## config.mk

```make
export PLATFORM = sky130hd
export DESIGN_NAME = next_pc_unit
export DESIGN_NICKNAME = d
export VERILOG_FILES = /design/src/rtl/next_pc_unit.sv
export SDC_FILE = /design/constraint.sdc
export NUM_CORES = 1
export LEC_CHECK = 0
export CELL_PAD_IN_SITES_DETAIL_PLACEMENT = 1
export CELL_PAD_IN_SITES_GLOBAL_PLACEMENT = 1
export CORE_MARGIN = 3
export CORE_UTILIZATION = 37
export CTS_CLUSTER_SIZE = 8
export DETAILED_ROUTE_END_ITERATION = 10
export MAX_ROUTING_LAYER = met4
export PLACE_DENSITY_LB_ADDON = 0.1
export RECOVER_POWER = 25
export SKIP_LAST_GASP = 1
export SLEW_MARGIN = 20
export SYNTH_ARGS = -nofsm -noshare
export SYNTH_HDL_FRONTEND = slang
export SYNTH_SLANG_ARGS = --single-unit
```

## constraint.sdc

```tcl
create_clock -name clk -period 3.35 [get_ports clk]
set_input_delay 0.67 -clock clk [delete_from_list [all_inputs] [get_ports clk]]
set_output_delay 0.67 -clock clk [all_outputs]
set_load 0.05 [all_outputs]
```

## src/rtl/next_pc_unit.sv

```systemverilog
// Program-counter register and next-PC selection for an RV32I fetch stage.
// Resolves branch conditions, JAL/JALR targets and alignment, and counts accepted redirects.
module next_pc_unit #(
  parameter int              XLEN         = 32,
  parameter logic [XLEN-1:0] RESET_VECTOR = '0,
  parameter int              IALIGN       = 4,
  parameter int              CNT_W        = 16
) (
  input  logic             clk,
  input  logic             rst,
  input  logic             stall,
  input  logic             br_valid,
  input  logic [2:0]       br_op,
  input  logic             jump,
  input  logic             jalr,
  input  logic [XLEN-1:0]  rs1_val,
  input  logic [XLEN-1:0]  rs2_val,
  input  logic [XLEN-1:0]  imm,
  output logic [XLEN-1:0]  pc,
  output logic [XLEN-1:0]  pc_plus,
  output logic             taken,
  output logic             flush,
  output logic             misalign,
  output logic [CNT_W-1:0] taken_cnt
);

  function automatic logic [CNT_W-1:0] sat_inc(input logic [CNT_W-1:0] c);
    if (&c) return c;
    return c + CNT_W'(1);
  endfunction

  logic signed [XLEN-1:0] rs1_s;
  logic signed [XLEN-1:0] rs2_s;
  logic                   cond;
  logic [XLEN-1:0]        jalr_sum;
  logic [XLEN-1:0]        target;
  logic                   bad_align;

  assign rs1_s = rs1_val;
  assign rs2_s = rs2_val;

  always_comb begin
    cond = 1'b0;
    case (br_op)
      3'b000:  cond = (rs1_val == rs2_val);
      3'b001:  cond = (rs1_val != rs2_val);
      3'b100:  cond = (rs1_s < rs2_s);
      3'b101:  cond = !(rs1_s < rs2_s);
      3'b110:  cond = (rs1_val < rs2_val);
      3'b111:  cond = !(rs1_val < rs2_val);
      default: cond = 1'b0;
    endcase
  end

  assign pc_plus  = pc + XLEN'(4);
  assign taken    = jump | jalr | (br_valid & cond);
  assign jalr_sum = rs1_val + imm;

  // JAL and a taken branch share the pc-relative target, so only JALR needs priority.
  assign target    = jalr ? {jalr_sum[XLEN-1:1], 1'b0} : (pc + imm);
  assign bad_align = (IALIGN == 4) ? (target[1:0] != 2'b00) : target[0];

  always_ff @(posedge clk or negedge rst) begin
    if (!rst) begin
      pc        <= RESET_VECTOR;
      flush     <= 1'b0;
      misalign  <= 1'b0;
      taken_cnt <= '0;
    end else if (stall) begin
      flush    <= 1'b0;
      misalign <= 1'b0;
    end else if (taken && !bad_align) begin
      pc        <= target;
      flush     <= 1'b1;
      misalign  <= 1'b0;
      taken_cnt <= sat_inc(taken_cnt);
    end else begin
      pc       <= pc_plus;
      flush    <= 1'b0;
      misalign <= taken;
    end
  end

endmodule

```

[After elaboration in Yosys (flattened, before gate mapping)]
Index checks and enable logic that the tools add are counted.
Word-level totals
  bits in registers: 50
  input bits: 105
  output and inout bits: 83
  logic and storage cells: 41
Cells by class
  add/subtract/negate cells: 4
  order comparisons: 2
  equal/unequal tests: 8
  multiplexer cells: 11
  bitwise operators: 4
  reduce and logical (&&, ||, !) cells: 8
Operator list (number)
  $add 32x32->32: 2
  $lt 32x32->1: 2
  $mux 32: 2
  $add 32x3->32 const B: 1
  $eq 32x32->1: 1
  $ne 32x32->1: 1
  $add 16x1->16 const B: 1
  $mux 16: 1
  $reduce_and 16->1: 1
  $eq 3x3->1 const B: 4
  $mux 1: 7
  $pmux 1 s6: 1
  $eq 3x1->1 const B: 1
  $logic_not 1->1: 3
  $logic_not 3->1: 1
  $reduce_and 3->1: 1
  $ne 2x2->1 const B: 1
  $or 1x1->1: 2
  $reduce_bool 2->1: 1
  $and 1x1->1: 1
  $logic_and 1x1->1: 1
  $not 1->1: 1

[Depth between registers and ports, before layout]
Gate-level depths: netlist (run 1).
  word-level depth: 10
  depth in mapped cells: 14

[Worst setup path before layout (run 1)]
Ideal clock, no wire load.
  path type: flip-flop to output port
  from: register pc[4]
  to: output pc_plus[31]
  arrival: 3.097 ns
  data required time: 2.680 ns
  path slack: -0.417 ns
  stages on the path, launching flop included: 10
  buffers on the path: 1
  cells stage by stage: dfrtp_1 clkbuf_1 and4_1 nand4_1 nor2_2 and4_1 nand2_1 nor2_1 and3_1 xor2_1
Between the ends
  word-level cells in the longest chain between the ends: 1
Ends and longest elaborated chain
  start: declaration: RTL line 19  | output logic [XLEN-1:0] pc,
  start signal: assignment: RTL line 73  | pc <= target;
  start signal: assignment: RTL line 78  | pc <= pc_plus;
  $add 32x3->32: RTL line 55  | assign pc_plus = pc + XLEN'(4);
  end: declaration: RTL line 20  | output logic [XLEN-1:0] pc_plus,
Every way passes these cells.

[Final worst setup path (run 1)]
  from: input rs2_val[9]
  to: output taken
Between the ends
  word-level cells in the longest chain between the ends: 5
Ends and longest elaborated chain
  start: declaration: RTL line 17  | input logic [XLEN-1:0] rs2_val,
  $lt 32x32->1, on equally long branches
  $logic_not 1->1, on equally long branches: RTL line 50, 48
  $pmux 1 s6 (*): RTL line 44  | case (br_op)
  $and 1x1->1 (*): RTL line 56  | assign taken = jump | jalr | (br_valid & cond);
  $or 1x1->1 (*): RTL line 56
  end: declaration: RTL line 21  | output logic taken,
Every way passes the cells marked *; elsewhere a longest branch is shown, timed or not.

==> impl_metrics.json, run 1 <==
{
  "setup_viol": 51,
  "die_y_um": 147.3,
  "worstPathRequired_ns": 2.68,
  "multi_input_area_um2": 6902,
  "fin_util_pct": 66.63,
  "final_common_cell": "buf_4",
  "ys_seq_area_share_pct": 16.93,
  "drcViolationCount": 0,
  "cellPowerDensity_nw_per_um2": 664.3,
  "syn_area_um2": 7390,
  "crit_type": "primary input to output pin",
  "maxCapViolCount": 1,
  "syn_area_per_cell_um2": 7.634,
  "syn2layout_area_growth_pct": 76.07,
  "grt_overflow": 0,
  "ios": 188,
  "synth.distinct_cells": 81,
  "initial_core_util_pct": 37.84,
  "cts_sinks": 50,
  "crit_family": "buffers and inverters",
  "regArea_um2": 1257,
  "syn_inst": 968,
  "synth-async-reset-ratio_pct": 100.0,
  "layout-drive-gt1-share_pct": 37.65,
  "yosysTopAreaCellShare_pct": 16.93,
  "n_fill_cell": 2233,
  "vias": 10410,
  "failed_checks": "max-capacitance violations, max-slew violations, negative setup slack",
  "path_buf_inv": 5,
  "path_max_fanout": 3,
  "fin_skew_ns": 0.01187,
  "grt_pass1_vias": 10190,
  "core_area_um2": 19530,
  "ys_warn_count": 0,
  "finalMaxSlewViolations": 51,
  "cp-end-kind": "output pin",
  "dp_hpwl_um": 25520,
  "port_buffers": 187,
  "post-route-period-util_pct": 112.3,
  "wl_um": 44320,
  "cts_tree": "yes",
  "place.gp.congestion": 0.8856,
  "fin_nets": 1598,
  "rows": 51,
  "clock_latency_ns": 0.33,
  "synth.area.top_cells": "dfrtp_1 (17%), ha_1 (16%), xnor2_1 (5.9%)",
  "track_usage_pct": 31.88,
  "fin_tns_setup_ns": -13.04,
  "htreeDepth": 2,
  "dieWidth_um": 147.3,
  "grt_start_max_net_pins": 51,
  "ir_drop_mv": 0.5876,
  "finalWorstSetupSlack_ns": -0.4115,
  "rsz0062_at_grt": "true",
  "cpMaxStageDelayCell": "a31oi_1",
  "min_path_type": "register to register",
  "yosys_most_used_dff": "dfrtp_1",
  "worst_hold_slack_ns": 0.5133,
  "leakagePower_uw": 0.005971,
  "wl_per_cell_um": 26.65,
  "cp-start-kind": "primary input",
  "max_slew_margin_pct": -3.141,
  "die_area_um2": 21700,
  "fmax_mhz": 265.9,
  "cts_root_buf": "clkbuf_16",
  "via_per_inst": 6.259,
  "hold_buffers": 0,
  "first_pass_iters": 5,
  "period_needed_ns": 3.762,
  "grt_pass1_wl_um": 54250,
  "grt_antenna_before_repair": 0,
  "ant_nets": 0,
  "synthesis.nets": 1170,
  "clock_path_buffers": 2,
  "crit_chain": "buf_2, inv_2, ha_4, nand4_1, buf_6, or3_1, a21o_1, a31oi_1, buf_4, mux2_4, nand2_4, a21oi_4, nand2_2, buf_12",
  "drt_iter0_markers": 838,
  "cts_made_buffers": 5,
  "critPathArrivalTime_ns": 3.09,
  "clkTransAtPathRegs_ns": 0.08,
  "finalHoldViolations": 0,
  "cp_slowest_stage_delay_ns": 0.32,
  "ys_ff_latch": 50,
  "yosysTopAreaCell": "dfrtp_1",
  "worst_pin_slew_ns": 1.547,
  "final_cell_mix": "buf_4 (254), nand2_1 (97), clkdlybuf4s50_1 (88)",
  "status": "finished with violations",
  "synth-edff-count": 0
}
-- synth_stat cells (all sizes together) (4+ instances only) --
master	instances
o211ai	10
a22oi	4
a221oi	7
nand3	29
mux2i	12
dfrtp	50
nor3	27
buf	10
or2	6
inv	60
o21a	8
nor4	8
nor2b	9
o31ai	15
nor3b	4
a21o	29
and3	11
a21boi	4
nand2	105
a211oi	15
and2	5
nor2	75
mux2	6
and4	9
o21bai	4
a21oi	78
nand4	26
ha	95
or3	10
o21ai	57
xor2	42
nand2b	7
xnor2	50
clkbuf	22
a31oi	9
-- through the flow --
step	cell area, um^2	worst slack [ns]	total power [uW]	std cells
global route	13010	-0.5403	8932	1662
floorplan	7461	-0.1748	4409	968
global placement	11420	-0.7279	6722	1616
detailed placement	11420	-0.8056	6875	1616
CTS	12200	-0.08220	7701	1639
finish	13010	-0.4115	8644	1663
-- power breakdown --
| part | internal [uW] | switching, uW | leakage, uW |
|---|---|---|---|
| combinational | 2850 | 4060 | 0.00529 |
| sequential | 790 | 337 | 0.000612 |
| clock | 303 | 304 | 0.0000735 |
| total | 3940 | 4700 | 0.00597 |
-- worst reg2reg max path, cell delays in order (launching register included) --
cell and delay (ns):
dfrtp_1 0.41, ha_4 0.15, inv_1 0.06, fa_2 0.42
and2b_1 0.23, o211ai_1 0.17, a21oi_2 0.25, a211oi_2 0.11
buf_4 0.16, o31a_1 0.27, o41ai_2 0.35, buf_4 0.16
xnor2_1 0.09, a311o_1 0.36, a22oi_2 0.19
-- path summary, 6_finish.rpt --
path / start / to / slack (ns) / cells past startpoint
worst max-delay path: rs2_val[9] / taken / -0.41 / 14
worst min-delay path: taken_cnt[5] / taken_cnt[5] / 0.51 / 1
worst max register to register: pc[0] / pc[24] / -0.10 / 14
worst min register to register: taken_cnt[5] / taken_cnt[5] / 0.51 / 1
max in group asynchronous: rst / pc[16] / 1.49 / 2
min in group asynchronous: rst / pc[31] / 0.81 / 2
-- flip-flops by register name, summed over array words and instances, names as in the netlist --
name       cells
pc            32
taken_cnt     16
flush          1
misalign       1
-- logic make-up after synthesis --
logic type,after synthesis,share of synthesized area [%]
flip-flops,50,16.93
XOR/XNOR,92,10.90
AO/OA/AOI/OAI,279,24.92
buffers and inverters,92,5.232
adder cells (fa/ha/maj),97,16.63
multiplexers,18,2.641
AND/OR/NAND/NOR,340,22.74
-- metal layers --
metal / routed length (um) / vias to the layer above / track usage (%) / part of all wire [%]
met4: 2558 / 0 / 8.807 / 5.8
met2: 22130 / 659 / 57.95 / 50
li1: - / 4413 / - / -
met5: 0 / - / - / 0
met3: 3036 / 230 / 3.948 / 6.9
met1: 16590 / 5106 / 37.02 / 37
-- area by class of cell --
class / instances / share of cell area (%)
inverters: 60 / 1.769
clock inverters: 2 / 0.1250
clock buffers: 6 / 1.067
repair buffers: 453 / 31.76
flip-flops and latches: 50 / 9.664
multi-input cells: 826 / 53.04
well taps: 265 / 2.548
diodes: 1 / 0.01923
-- what timing repair did --
action | CTS | global route
cloned | 0 | 3
setup endpoints to repair | 51 | 47
setup buffers | 15 | 21
gates resized for setup | 285 | 145
pin swaps | 71 | 70
endpoints found under the hold margin | 0 | 0
No activity file was read; power rests on OpenSTA's default activity.
==> run 2: changes to the inputs <==
--- a/config.mk
+++ b/config.mk
@@ -5,10 +5,10 @@
 export SDC_FILE = /design/constraint.sdc
 export NUM_CORES = 1
 export LEC_CHECK = 0
-export CELL_PAD_IN_SITES_DETAIL_PLACEMENT = 1
-export CELL_PAD_IN_SITES_GLOBAL_PLACEMENT = 1
+export CELL_PAD_IN_SITES_DETAIL_PLACEMENT = 0
+export CELL_PAD_IN_SITES_GLOBAL_PLACEMENT = 2
 export CORE_MARGIN = 3
-export CORE_UTILIZATION = 37
+export CORE_UTILIZATION = 29
 export CTS_CLUSTER_SIZE = 8
 export DETAILED_ROUTE_END_ITERATION = 10
 export MAX_ROUTING_LAYER = met4
==> run 2 against run 1 <==
  * Sequential share of layout area is 0.11 points higher
  * Wire length is 32% lower
  * Largest power group unchanged
  * The flow finishes with violations (negative setup slack)
  * Final cell count grew 2.9%
  * Clock skew shrank 0.0024 ns
==> impl_metrics.json, run 2 (synthesized netlist as in run 1, its figures left out) <==
{
  "status": "finished with violations",
  "failed_checks": "negative setup slack",
  "leakagePower_uw": 0.005813,
  "rows": 57,
  "dieWidth_um": 165.6,
  "p_int_uw": 3902,
  "first_pass_iters": 5,
  "critPathArrivalTime_ns": 2.82,
  "htreeDepth": 2,
  "clock_path_buffers": 2,
  "syn2layout_area_growth_pct": 73.53,
  "grtUsageMet2_pct": 35.44,
  "core_area_um2": 24680,
  "grt_start_max_net_pins": 50,
  "finalWorstSetupSlack_ns": -0.1437,
  "wl_per_cell_um": 17.67,
  "track_usage_pct": 21.81,
  "die_y_um": 165.6,
  "crit_type": "primary input to output pin",
  "largest_reg_flops": 32,
  "grt_pass1_wl_um": 47500,
  "fmax_mhz": 286.2,
  "clock_latency_ns": 0.31,
  "reg_top3": "pc: 32 flops, taken_cnt: 16 flops",
  "vias": 8753,
  "hold_buffers": 0,
  "drt_iter0_markers": 493,
  "finalHoldViolations": 0,
  "regMostFlops": "pc",
  "fin_nets": 1589,
  "dp_hpwl_um": 24280,
  "cts_made_buffers": 5,
  "fin_util_pct": 51.97,
  "regArea_um2": 1254,
  "gr-usage-met3_pct": 2.050,
  "fin_tns_setup_ns": -0.1437,
  "layout-drive-gt1-share_pct": 35.88,
  "place.gp.congestion": 0.8562,
  "n_fill_cell": 2430,
  "dpl.cell_count": 1681,
  "clkTransAtPathRegs_ns": 0.07,
  "grt_overflow": 0,
  "crit_chain": "buf_6, ha_4, nand4_1, buf_4, nor4_4, buf_4, nand4_1, xnor2_1, a32oi_1, buf_4, nand2_2, a21oi_2, nand2_2, buf_8",
  "fin_cells": 1712,
  "rrSetupSlack_ns": 0.31,
  "final_common_cell": "buf_4",
  "path_max_fanout": 2,
  "cellPowerDensity_nw_per_um2": 615.8,
  "fin_skew_ns": 0.009488,
  "cp-end-kind": "output pin",
  "multi_input_area_um2": 6765,
  "cts_tree": "yes",
  "final_cell_mix": "buf_4 (249), nand2_1 (98), clkdlybuf4s50_1 (86)",
  "ir_drop_mv": 0.3100,
  "p_switching_uw": 3995,
  "via_per_inst": 5.113,
  "cts_root_buf": "clkbuf_16",
  "postPlaceCellArea_um2": 11530,
  "die_area_um2": 27430,
  "cp-start-kind": "primary input",
  "p_clk_share_pct": 8.3,
  "ios": 188,
  "worst_pin_slew_ns": 1.404,
  "min_path_type": "register to register",
  "cp_slowest_stage_delay_ns": 0.27,
  "rsz0062_at_grt": "true",
  "max_slew_margin_pct": 6.429,
  "grt_busiest_layer": "met2",
  "period_needed_ns": 3.494,
  "cpMaxStageDelayCell": "nor4_4",
  "grt_pass1_vias": 8701,
  "grt_antenna_before_repair": 0,
  "p_comb_share_pct": 78.0,
  "total_power_uw": 7897,
  "diodes": 0,
  "cts_sinks": 50,
  "p_seq_share_pct": 13.7,
  "port_buffers": 187,
  "crit_top_cell": "buf_4",
  "post-route-period-util_pct": 104.3,
  "final_cell_area_um2": 12820,
  "drcViolationCount": 0,
  "setup_viol": 1,
  "worstPathRequired_ns": 2.68,
  "ant_nets": 0,
  "grt_util_met1_pct": 30.15,
  "swShare_pct": 50.59,
  "finalMaxSlewViolations": 0,
  "initial_core_util_pct": 29.95,
  "wl_um": 30240,
  "maxCapViolCount": 0
}
==> run 2: cell count changes in the layout (fill, tap and decap cells not counted), moves of 5 or more <==
cell | previous run | this run
buf_6 | 27 | 20
nor3_2 | 2 | 10
dlygate4sd2_1 | 32 | 40
clkbuf_2 | 9 | 0
ha_1 | 57 | 52
buf_2 | 4 | 10
buf_4 | 254 | 249
o21ai_1 | 15 | 9
nor3_4 | 9 | 0
o21ai_0 | 35 | 40
==> run 2: path summary, 6_finish.rpt <==
check,end,cells past startpoint,start
setup / recovery,taken,14,rs1_val[6]
setup reg to reg,pc[12],14,pc[0]
max in group asynchronous,pc[0],2,rst
min in group asynchronous,pc[28],1,rst
hold reg to reg,taken_cnt[5],1,taken_cnt[5]
hold / removal,taken_cnt[5],1,taken_cnt[5]
==> run 2: final cells by class <==
cell class,instances,share of cell area [%]
Clock buffer,6,1.083
Sequential cell,50,9.777
Timing Repair Buffer,444,31.16
Multi-Input combinational cell,826,52.76
Clock inverter,2,0.3025
Tap cell,324,3.161
Inverter,60,1.756
==> run 2: repair_timing <==
action / CTS / global route
setup endpoints to repair: 51 / 42
resized for setup: 271 / 92
gates cloned: 0 / 1
pin swaps: 65 / 37
setup buffers: 11 / 12
==> run 2: per-stage QoR <==
step / hold slack (ns) / worst slack (ns)
floorplan: 0.3744 / -0.1748
global placement: 0.4826 / -0.8750
detailed placement: 0.4848 / -0.8879
CTS: 0.3264 / -0.08744
global route: 0.5402 / -0.2436
finish: 0.4921 / -0.1437
==> run 2: per-layer routing <==
layer  vias to the layer above  part of all wire [%]
li1                       4398                     -
met1                      4134                    48
met2                       203                    47
met3                        18                   3.8
met4                         0                   1.1
met5                         -                     0
==> run 2: power by group through the flow <==
stage               logic, uW  registers [uW]  clock network (uW)
floorplan                2700            1710                   0
global placement         5760            1080                   0
detailed placement       5760            1080                   0
CTS                      5980            1080                 667
global route             6600            1120                 689
finish                   6160            1080                 652
==> run 2: critical path, delay by kind of cell <==
family	cells	cell delay, ns
AO/OA/AOI/OAI	2	0.31
XOR/XNOR	1	0.14
adder cells (fa/ha/maj)	1	0.25
buffers and inverters	5	0.78
AND/OR/NAND/NOR	5	0.65
==> run 3: changes to the inputs <==
--- a/config.mk
+++ b/config.mk
@@ -5,6 +5,7 @@
 export SDC_FILE = /design/constraint.sdc
 export NUM_CORES = 1
 export LEC_CHECK = 0
+export CAP_MARGIN = 15
 export CELL_PAD_IN_SITES_DETAIL_PLACEMENT = 0
 export CELL_PAD_IN_SITES_GLOBAL_PLACEMENT = 2
 export CORE_MARGIN = 3
==> results of run 3 <==
Final layout, timing and power as in run 2 (identical DEF).
